===== src/rtl/pade_sched_pkg.sv =====
// Shared tag type, round-robin pick and id-width helper for the Pade exp scheduler.
package pade_sched_pkg;

    localparam int MAX_NREQ = 8;
    localparam int MAX_ID_W = 3;

    typedef struct packed {
        logic                valid;
        logic [MAX_ID_W-1:0] id;
    } tag_t;

    function automatic int id_w(input int n);
        return (n > 1) ? $clog2(n) : 1;
    endfunction

    // One-hot grant for the first valid requester after ptr, wrapping modulo n.
    function automatic logic [MAX_NREQ-1:0] rr_pick(input logic [MAX_NREQ-1:0] valid,
                                                    input logic [MAX_ID_W-1:0] ptr,
                                                    input int n);
        logic [MAX_NREQ-1:0] grant;
        logic [MAX_ID_W-1:0] idx;
        grant = '0;
        for (int k = 1; k <= MAX_NREQ; k++) begin
            idx = MAX_ID_W'((int'(ptr) + k) % n);
            if (k <= n && grant == '0 && valid[idx]) begin
                grant[idx] = 1'b1;
            end
        end
        return grant;
    endfunction

endpackage


===== src/rtl/pade_sched_fifo.sv =====
// First-word fall-through FIFO: registered head slot in front of a circular store,
// with a total occupancy count (head + store).
module pade_sched_fifo #(
    parameter int DEPTH = 8,
    parameter int W     = 18
) (
    input  logic                       clk,
    input  logic                       rst,
    input  logic                       push,
    input  logic [W-1:0]               push_data,
    input  logic                       pop_req,
    output logic                       head_valid,
    output logic [W-1:0]               head_data,
    output logic [$clog2(DEPTH+1)-1:0] count
);
    localparam int PTR_W = (DEPTH > 1) ? $clog2(DEPTH) : 1;
    localparam int CNT_W = $clog2(DEPTH + 1);

    logic [W-1:0]     mem [DEPTH];
    logic [PTR_W-1:0] rd_ptr, wr_ptr;
    logic [CNT_W-1:0] mem_count;
    logic             pop, load_head, mem_rd, mem_wr;

    function automatic logic [PTR_W-1:0] ptr_next(input logic [PTR_W-1:0] p);
        return (p == PTR_W'(DEPTH - 1)) ? '0 : p + PTR_W'(1);
    endfunction

    // An empty store lets a push bypass straight into the head slot.
    always_comb begin
        pop       = head_valid && pop_req;
        load_head = !head_valid || pop;
        mem_rd    = load_head && (mem_count != '0);
        mem_wr    = push && !(load_head && (mem_count == '0));
    end

    assign count = mem_count + CNT_W'(head_valid);

    always_ff @(posedge clk) begin
        if (mem_wr) begin
            mem[wr_ptr] <= push_data;
        end
    end

    always_ff @(posedge clk) begin
        if (rst) begin
            head_valid <= 1'b0;
            head_data  <= '0;
            rd_ptr     <= '0;
            wr_ptr     <= '0;
            mem_count  <= '0;
        end else begin
            if (load_head) begin
                if (mem_rd) begin
                    head_data  <= mem[rd_ptr];
                    head_valid <= 1'b1;
                end else if (push) begin
                    head_data  <= push_data;
                    head_valid <= 1'b1;
                end else begin
                    head_valid <= 1'b0;
                end
            end
            if (mem_rd) rd_ptr <= ptr_next(rd_ptr);
            if (mem_wr) wr_ptr <= ptr_next(wr_ptr);
            mem_count <= mem_count + CNT_W'(mem_wr) - CNT_W'(mem_rd);
        end
    end

    assert property (@(posedge clk) disable iff (rst)
        !(push && (count == CNT_W'(DEPTH)) && !pop));

endmodule


===== src/rtl/pade_exp_scheduler.sv =====
// Round-robin scheduler sharing one Pade 2^f datapath between NREQ requesters.
// Optional perf counters behind `PADE_SCHED_PERF_EN.
module pade_exp_scheduler
    import pade_sched_pkg::*;
#(
    parameter int BITS      = 16,
    parameter     PRECISION = "HALF",
    parameter int NREQ      = 4,
    parameter int LATENCY   = 23,
    parameter int DEPTH     = 8
) (
    input  logic                     clk,
    input  logic                     rst,
    input  logic [NREQ-1:0]          req_valid,
    input  logic [NREQ*BITS-1:0]     req_data,
    output logic [NREQ-1:0]          req_ready,
    output logic [BITS-1:0]          dp_fpart,
    input  logic [BITS-1:0]          dp_x,
    output logic                     resp_valid,
    output logic [$clog2(NREQ)-1:0]  resp_id,
    output logic [BITS-1:0]          resp_data,
    input  logic                     resp_ready
`ifdef PADE_SCHED_PERF_EN
    ,
    output logic [31:0]              perf_issued,
    output logic [31:0]              perf_stall
`endif
);
    localparam int ID_W  = id_w(NREQ);
    localparam int CNT_W = $clog2(DEPTH + 1);
    localparam int OCC_W = CNT_W + 1;

    if (((PRECISION == "HALF") != (BITS == 16)) || NREQ < 2 || NREQ > MAX_NREQ) begin : g_bad_cfg
        $error("pade_exp_scheduler: inconsistent BITS/PRECISION/NREQ");
    end

    tag_t                tag_pipe [LATENCY+1];
    tag_t                tag_out;
    logic [ID_W-1:0]     rr_ptr, hs_id;
    logic [CNT_W-1:0]    in_flight, fifo_count;
    logic [MAX_NREQ-1:0] grant_all;
    logic [ID_W+BITS-1:0] head;
    logic                issue_ok, hs, fifo_push;

    // Handshake on requester i when req_valid[i] && req_ready[i]; ready is offered only
    // while registered occupancy (in flight + queued) leaves a free FIFO slot.
    always_comb begin
        issue_ok  = !rst && ((OCC_W'(in_flight) + OCC_W'(fifo_count)) < OCC_W'(DEPTH));
        grant_all = rr_pick(MAX_NREQ'(req_valid), MAX_ID_W'(rr_ptr), NREQ);
        req_ready = issue_ok ? NREQ'(grant_all) : '0;
        hs        = |req_ready;
        hs_id     = '0;
        for (int i = 0; i < NREQ; i++) begin
            if (req_ready[i]) hs_id = ID_W'(i);
        end
    end

    assign tag_out   = tag_pipe[LATENCY];
    assign fifo_push = tag_out.valid;

    always_ff @(posedge clk) begin
        if (rst) begin
            rr_ptr    <= '0;
            dp_fpart  <= '0;
            in_flight <= '0;
            for (int s = 0; s <= LATENCY; s++) tag_pipe[s] <= '0;
        end else begin
            if (hs) rr_ptr <= hs_id;
            dp_fpart    <= hs ? req_data[int'(hs_id)*BITS +: BITS] : '0;
            tag_pipe[0] <= tag_t'{valid: hs, id: MAX_ID_W'(hs_id)};
            for (int s = 1; s <= LATENCY; s++) tag_pipe[s] <= tag_pipe[s-1];
            in_flight   <= in_flight + CNT_W'(hs) - CNT_W'(fifo_push);
        end
    end

    pade_sched_fifo #(
        .DEPTH (DEPTH),
        .W     (ID_W + BITS)
    ) u_fifo (
        .clk        (clk),
        .rst        (rst),
        .push       (fifo_push),
        .push_data  ({ID_W'(tag_out.id), dp_x}),
        .pop_req    (resp_ready),
        .head_valid (resp_valid),
        .head_data  (head),
        .count      (fifo_count)
    );

    assign resp_id   = head[BITS +: ID_W];
    assign resp_data = head[BITS-1:0];

`ifdef PADE_SCHED_PERF_EN
    logic stall;
    assign stall = (|req_valid) && !issue_ok;

    always_ff @(posedge clk) begin
        if (rst) begin
            perf_issued <= '0;
            perf_stall  <= '0;
        end else begin
            if (hs && perf_issued != '1) perf_issued <= perf_issued + 32'd1;
            if (stall && perf_stall != '1) perf_stall <= perf_stall + 32'd1;
        end
    end
`endif

endmodule

===== config.mk =====
export PLATFORM = sky130hd
export DESIGN_NAME = pade_exp_scheduler
export DESIGN_NICKNAME = d
export VERILOG_FILES = /design/src/rtl/pade_sched_pkg.sv /design/src/rtl/pade_sched_fifo.sv /design/src/rtl/pade_exp_scheduler.sv
export SDC_FILE = /design/constraint.sdc
export NUM_CORES = 1
export LEC_CHECK = 0
export BUFFER_PORTS_ARGS = -buffer_cell sky130_fd_sc_hd__buf_2
export CAP_MARGIN = 0
export CORE_MARGIN = 2
export CORE_UTILIZATION = 54
export CTS_BUF_LIST = sky130_fd_sc_hd__clkbuf_4 sky130_fd_sc_hd__clkbuf_8
export DETAILED_ROUTE_END_ITERATION = 7
export GPL_TIMING_DRIVEN = 1
export PLACE_DENSITY = 0.82
export SLEW_MARGIN = 20
export SYNTH_ARGS = -nofsm -noshare
export SYNTH_HDL_FRONTEND = slang
export SYNTH_SLANG_ARGS = --single-unit

===== constraint.sdc =====
create_clock -name clk -period 3.52 [get_ports clk]
set_input_delay 0.352 -clock clk [delete_from_list [all_inputs] [get_ports clk]]
set_output_delay 0.352 -clock clk [all_outputs]
set_load 0.02 [all_outputs]

* Yosys cells after proc, flatten, opt, wreduce, memory -nomap -nowiden
Memory sizes are Yosys's and may differ from the RTL's. A register that Yosys moved wholly into a read port is not among the register bits.
Cells that the tools add are included.
** Word-level totals
- Bits of input ports :: 87
- Logic and storage cells :: 156
- Memories kept :: 2
- Output and inout bits :: 39
- Bits in registers :: 51
- Memory bits (writable) :: 240
** Operators by class
- Bitwise logic cells :: 32
- Shifts and indexed selects :: 1
- Multiplexer cells :: 61
- Add/sub/neg operators :: 12
- Equal/unequal tests :: 2
- $lt $le $gt $ge :: 9
- Reduce and logical (&&, ||, !) cells :: 29
** Memories
- u_fifo.mem :: words 8, width 18, rd ports 1, clocked after Yosys merged registers in 1, wr ports 1, RTL line pade_sched_fifo.sv:19 : logic [W-1:0] mem [DEPTH];
- tag_pipe :: words 24, width 4, rd ports 24, clocked after Yosys merged registers in 0, wr ports 24, RTL line pade_exp_scheduler.sv:37 : tag_t tag_pipe [LATENCY+1];
** Operator list (number)
- 4-bit 2-to-1 mux :: 26
- 64-bit by 7-bit indexed part select with 16-bit output :: 1
- 18-bit 2-to-1 mux :: 2
- 8-bit zero test :: 3
- 8-bit 2-to-1 mux :: 3
- 1-bit OR :: 24
- 3-bit by 4-bit less-than comparator with 1-bit output (second input constant) :: 4
- 1-bit 2-to-1 mux :: 16
- 8-bit OR :: 2
- 4-bit by 1-bit adder with 4-bit output :: 3
- 1-bit binary-select mux with 3-bit select :: 4
- 1-bit demux with 3-bit select :: 4
- 3-bit by 1-bit >= comparator with 1-bit output (second input constant) :: 4
- 1-bit logical AND :: 12
- 3-bit 2-to-1 mux :: 4
- 2-bit OR reduction :: 5
- 4-bit by 1-bit subtractor with 4-bit output :: 2
- 3-bit by 1-bit adder with 3-bit output (second input constant) :: 2
- 3-bit equality test (second input constant) :: 2
- 4-bit by 4-bit adder with 5-bit output :: 1
- 5-bit by 4-bit less-than comparator with 1-bit output (second input constant) :: 1
- 2-bit by 1-bit adder with 2-bit output (second input constant) :: 2
- 2-bit adder (second input constant) :: 2
- 1-bit bitwise AND (first input constant) :: 4
- other kinds (10) :: 13

* Logic depth before layout (Yosys ltp)
- Depth after elaboration :: 22
- Gate-level depth with buffers :: 17
- Depth with buffers taken out :: 17

* Modules after synthesis
Synthesis repeated with hierarchy kept, for this count alone.
** Second synthesis, totals
- Cells, all modules :: 681
- Area total of the unflattened synthesis :: 10396.2 µm²
** Modules (own cells, without submodules)
- pade_sched_fifo :: cells each 353, area each 6849.1 µm², instances 1
- pade_exp_scheduler :: cells each 328, area each 3547.2 µm², instances 1

* Worst setup path after synthesis
No wires, ideal clock.
- Path kind :: reg2reg
- Start :: reg rr_ptr[0]
- End :: reg in_flight[2]
- Slack :: -0.357 ns
- Required time :: 3.392 ns
- Arrival :: 3.749 ns
- Clock period less this slack :: 3.877 ns
- Cell stages (with the launch flop) :: 16
- Cells stage by stage :: dfxtp_1 -> buf_6 -> inv_1 -> ha_1 -> or4_1 -> a21bo_2 -> o211a_1 -> a21oi_1 -> a41oi_2 -> nor2_1 -> nor3_1 -> xnor2_1 -> ha_1 -> fa_1 -> xnor2_1 -> nor2_1
** On the way
- Longest elaborated chain between the ends :: 21
- Elaborated cells on any way between the ends :: 57
- Classes of those cells :: 6 x add/sub; 8 x order compare; 21 x mux; 7 x bitwise; 15 x reduce/logical
** Ends and longest elaborated chain
- start: declaration :: RTL line pade_exp_scheduler.sv:39 : logic [ID_W-1:0] rr_ptr, hs_id;
- start signal: assignment :: RTL line pade_exp_scheduler.sv:68 : if (hs) rr_ptr <= hs_id;
- 2-bit by 1-bit adder with 2-bit output :: RTL line pade_sched_pkg.sv:24 : idx = MAX_ID_W'((int'(ptr) + k) % n);
- 2-bit OR reduction (no source line)
- 1-bit bitwise AND (no source line)
- 3-bit by 4-bit less-than comparator with 1-bit output (implied by the code) or 3-bit by 1-bit >= comparator with 1-bit output (tied branches) :: RTL line pade_sched_pkg.sv:26 : grant[idx] = 1'b1;
- 1-bit logical AND (implied by the code) :: RTL line pade_sched_pkg.sv:26
- 1-bit 2-to-1 mux (implied by the code) :: RTL line pade_sched_pkg.sv:26
- 1-bit demux with 3-bit select :: RTL line pade_sched_pkg.sv:26
- 8-bit 2-to-1 mux :: RTL line pade_sched_pkg.sv:25 : if (k <= n && grant == '0 && valid[idx]) begin
- [... 6 more ...]
- 8-bit zero test :: RTL line pade_sched_pkg.sv:25
- 1-bit logical AND :: RTL line pade_sched_pkg.sv:25
- 4-bit 2-to-1 mux * :: RTL line pade_sched_pkg.sv:25
- 4-bit 2-to-1 mux * :: RTL line pade_exp_scheduler.sv:50 : req_ready = issue_ok ? NREQ'(grant_all) : '0;
- via req_ready[2] :: RTL line pade_exp_scheduler.sv:16 : output logic [NREQ-1:0] req_ready,
- 4-bit OR reduction * :: RTL line pade_exp_scheduler.sv:51 : hs = |req_ready;
- 4-bit by 1-bit adder with 4-bit output * :: RTL line pade_exp_scheduler.sv:72 : in_flight <= in_flight + CNT_W'(hs) - CNT_W'(fifo_push);
- 4-bit by 1-bit subtractor with 4-bit output * :: RTL line pade_exp_scheduler.sv:72
- end signal: assignment :: RTL line pade_exp_scheduler.sv:72
- end: declaration :: RTL line pade_exp_scheduler.sv:40 : logic [CNT_W-1:0] in_flight, fifo_count;
Mark *: on every way through the listed nets, which the timed path passes. The rest lies on a longest branch. The select of a mux whose other input is x is not followed.
A chain may end at the register's enable or synchronous reset.

* Worst setup path after layout
- Start :: reg rr_ptr[1]
- End :: reg in_flight[1]
** On the way
- Longest elaborated chain between the ends :: 21
- Elaborated cells on any way between the ends :: 57
- Classes of those cells :: 6 x add/sub; 8 x order compare; 21 x mux; 7 x bitwise; 15 x reduce/logical
** Ends and longest elaborated chain (RTL line)
- 2-bit by 1-bit adder with 2-bit output :: pade_sched_pkg.sv:24
- 2-bit OR reduction (no source line)
- 1-bit bitwise AND (no source line)
- 3-bit by 4-bit less-than comparator with 1-bit output (implied by the code) or 3-bit by 1-bit >= comparator with 1-bit output (tied branches) :: pade_sched_pkg.sv:26
- 1-bit logical AND (implied by the code) :: pade_sched_pkg.sv:26
- 1-bit 2-to-1 mux (implied by the code) :: pade_sched_pkg.sv:26
- 1-bit demux with 3-bit select :: pade_sched_pkg.sv:26
- 8-bit 2-to-1 mux :: pade_sched_pkg.sv:25
- [... 5 more ...]
- 8-bit 2-to-1 mux :: pade_sched_pkg.sv:25
- 8-bit zero test :: pade_sched_pkg.sv:25
- 1-bit logical AND :: pade_sched_pkg.sv:25
- 4-bit 2-to-1 mux * :: pade_sched_pkg.sv:25
- 4-bit 2-to-1 mux * :: pade_exp_scheduler.sv:50
- 4-bit OR reduction * :: pade_exp_scheduler.sv:51
- 4-bit by 1-bit adder with 4-bit output * :: pade_exp_scheduler.sv:72
- 4-bit by 1-bit subtractor with 4-bit output * :: pade_exp_scheduler.sv:72
Every way passes the cells marked *; elsewhere a longest branch is shown, timed or not. The select of a mux whose other input is x is not followed.

==> reports/qor.csv <==
metric,value,unit
slowest_delay,0.42,ns
synthMuxAreaShare,12.1,%
setup_viol,4,
synth-simple-area-share,8.59,%
drc,0,
synth_top_cell_area_share,41.3,%
cp_data_arrival_time,4.06,ns
hp-class,input port to flip-flop,
critical_path_class,flip-flop to flip-flop,
num-fill-cells,1197,
end_kind,flip-flop,
hold_viol_final,0,
root_buffer,clkbuf_8,
start_kind,flip-flop,
max-vdd-ir-drop,0.473,mV
finalPower,9.84,mW
fin_crit,3.64,ns
coreArea,18800,um2
post-dp-hpwl,13000,um
status,"finished, violations left",
place.port_buffers,125,
period_share,103,%
antenna_found_initial,0,
cts_tree,yes,
clockBufferDepth,3,
synth_seq_cells,270,
worst_slew_pin_slew,0.975,ns
rsz0062_at_grt,yes,
fin_util,69.7,%
synthAdderAreaFrac,3.49,%
slowest_stage,fa_2,
via_count,6564,
seq_area_frac_synth,65.4,%
syn_area_per_cell,14.5,um2
synth_top_area_cell,edfxtp_1,
yosysWarnings,0,
gr-total-overflow,0,
fp.dieH,143,um
postCtsHoldBufs,0,
drtAntennaViolNets,0,
place.gp.congestion,0.821,
drv_cap,0,
instances_no_fill,1221,
ios,126,
syn2layout_area_growth,25.4,%
dp.cells,1120,
synth_compound_area_share,7.43,%
synth-edff-count,144,
path_buf_inv,1,
drive_above_1_share,38.5,%
initial_core_util,55.6,%
async_flop_share,0,%
synth_area_leaders,"edfxtp_1 41%, dfxtp_1 24%, mux4_2 8.6%",
path_delay_family,adder cells,
power_density,750,nW/um2
grtUsageTotal,20.9,%
grt_pass1_vias,6438,
ys.flop_type,edfxtp_1,
path_cells,clkinvlp_4 -> ha_4 -> mux4_2 -> and2_4 -> a211oi_4 -> a21oi_2 -> and4_1 -> a211o_2 -> nor3_4 -> xnor2_1 -> ha_2 -> fa_2 -> nor2b_1,
dieArea,20500,um2
setup_slack,-0.121,ns
synth_top_family_by_area,multiplexers,
slew_violations,0,
cellLeakagePower,4.96,nW
synth_nets,838,
nets,1042,
detail_route.iter0.violations,363,
grt_pass1_wl,32900,um
yosysMostFrequentCell,edfxtp_1,
via_per_inst,5.38,
rows,50,
diodes,0,
routed_wl,21100,um
netlist_instances,723,
cts_sinks,270,
yosys.area_share.xor_xnor,0.670,%
grt_max_degree,78,
violations,setup timing,
cts_inserted_buffers,43,
ys_types,53,
max-slew-margin-rel,34.8,%
cts_htree_levels,2,
synthesis.area,10500,um2
skew,0.0329,ns
synth_commonest_cells,"144 x edfxtp_1, 126 x dfxtp_1, 73 x nor2b_1",
worstSkewPairLatency,0.55,ns
die_x,143,um
max_freq,275,MHz
worst-path-max-fanout,5,
drt_pre_antenna_iters,5,
cp.required,3.94,ns
cts.clk_slew.worst_paths,0.06,ns
wl_per_cell,17.3,um
-- metrics by stage --
stage | instance area [um2] | hold slack, ns | setup WS [ns] | setup TNS (ns)
2_1_floorplan | 10500 | 0.414 | 0.00329 | 0
3_3_place_gp | 11700 | 0.417 | 0.0338 | 0
3_5_place_dp | 11700 | 0.425 | -0.0412 | -0.0915
4_1_cts | 12900 | 0.0292 | -0.0425 | -0.0933
5_1_grt | 13100 | 0.0415 | -0.236 | -0.894
6_report | 13100 | 0.0538 | -0.121 | -0.233
-- final cells by class --
class | instances | area (um2) | share of cell area, %
inverters | 21 | 82.6 | 0.629
repair buffers | 194 | 1220 | 9.32
flip-flops and latches | 270 | 6870 | 52.3
clock buffers | 67 | 841 | 6.41
well taps | 260 | 325 | 2.48
multi-input cells | 397 | 3680 | 28.1
clock inverters | 12 | 101 | 0.772
-- power by group --
group          switching [mW]  leakage, nW  total [mW]  internal, mW
sequential              0.162         2.29        3.74          3.58
clock                    1.19        0.501        2.80          1.61
combinational            1.75         2.17        3.29          1.54
total                    3.11         4.96        9.84          6.73
-- state kept, by name (all words and copies together) (netlist names), named ones only --
signal and count:
u_fifo.head_data 18, tag_pipe 72, u_fifo.rd_ptr 3, u_fifo.mem 144, u_fifo.wr_ptr 3, in_flight 4, rr_ptr 2, dp_fpart 16
u_fifo.head_valid 1, u_fifo.mem_count 4
-- tightest hold or removal path: stages --
cell and delay (ns):
buf_2 0.08, a22oi_1 0.06, o21ai_1 0.07
-- layer usage --
metal	GRT usage [%]	part of all wire, %	up-vias
met1	26.3	41	3172
li1	-	-	3099
met3	4.83	6.2	42
met4	6.57	2.1	0
met2	35.8	50	251
met5	0	0	-
-- layout by cell type, fill, tap and decap left out, types with 13 or more instances in the layout --
cell type  count
clkbuf_8      54
a21oi_1       28
mux2i_1       36
buf_2        121
o21ai_1       18
dfxtp_1      119
nor2b_1       73
nor2_1        50
a22oi_1       16
mux4_2        41
buf_4         64
inv_1         19
edfxtp_1     144
clkbuf_4      13
nand2_1       13
a211oi_1      18
ha_1          20
-- repair_timing --
action,in CTS,in global routing
buffers inserted,8,11
pin swaps,9,23
cloned,1,2
endpoints found under the setup margin,5,23
resized for setup,24,35
-- cell families after synthesis --
logic type / Yosys count
compound gates: 113
buf+inv: 58
flops: 270
mux: 76
simple gates: 170
fa+ha+maj: 28
xor+xnor: 8
-- worst paths after layout --
kind	cells past startpoint	from	slack, ns	endpoint
worst max-delay path	13	rr_ptr[1]	-0.12	in_flight[1]
worst min-delay path	3	req_data[40]	0.05	dp_fpart[8]
worst max register to register	13	rr_ptr[1]	-0.12	in_flight[1]
worst min register to register	1	tag_pipe[2][27]	0.41	tag_pipe[2][31]
Power figures use the tool's default switching activity.
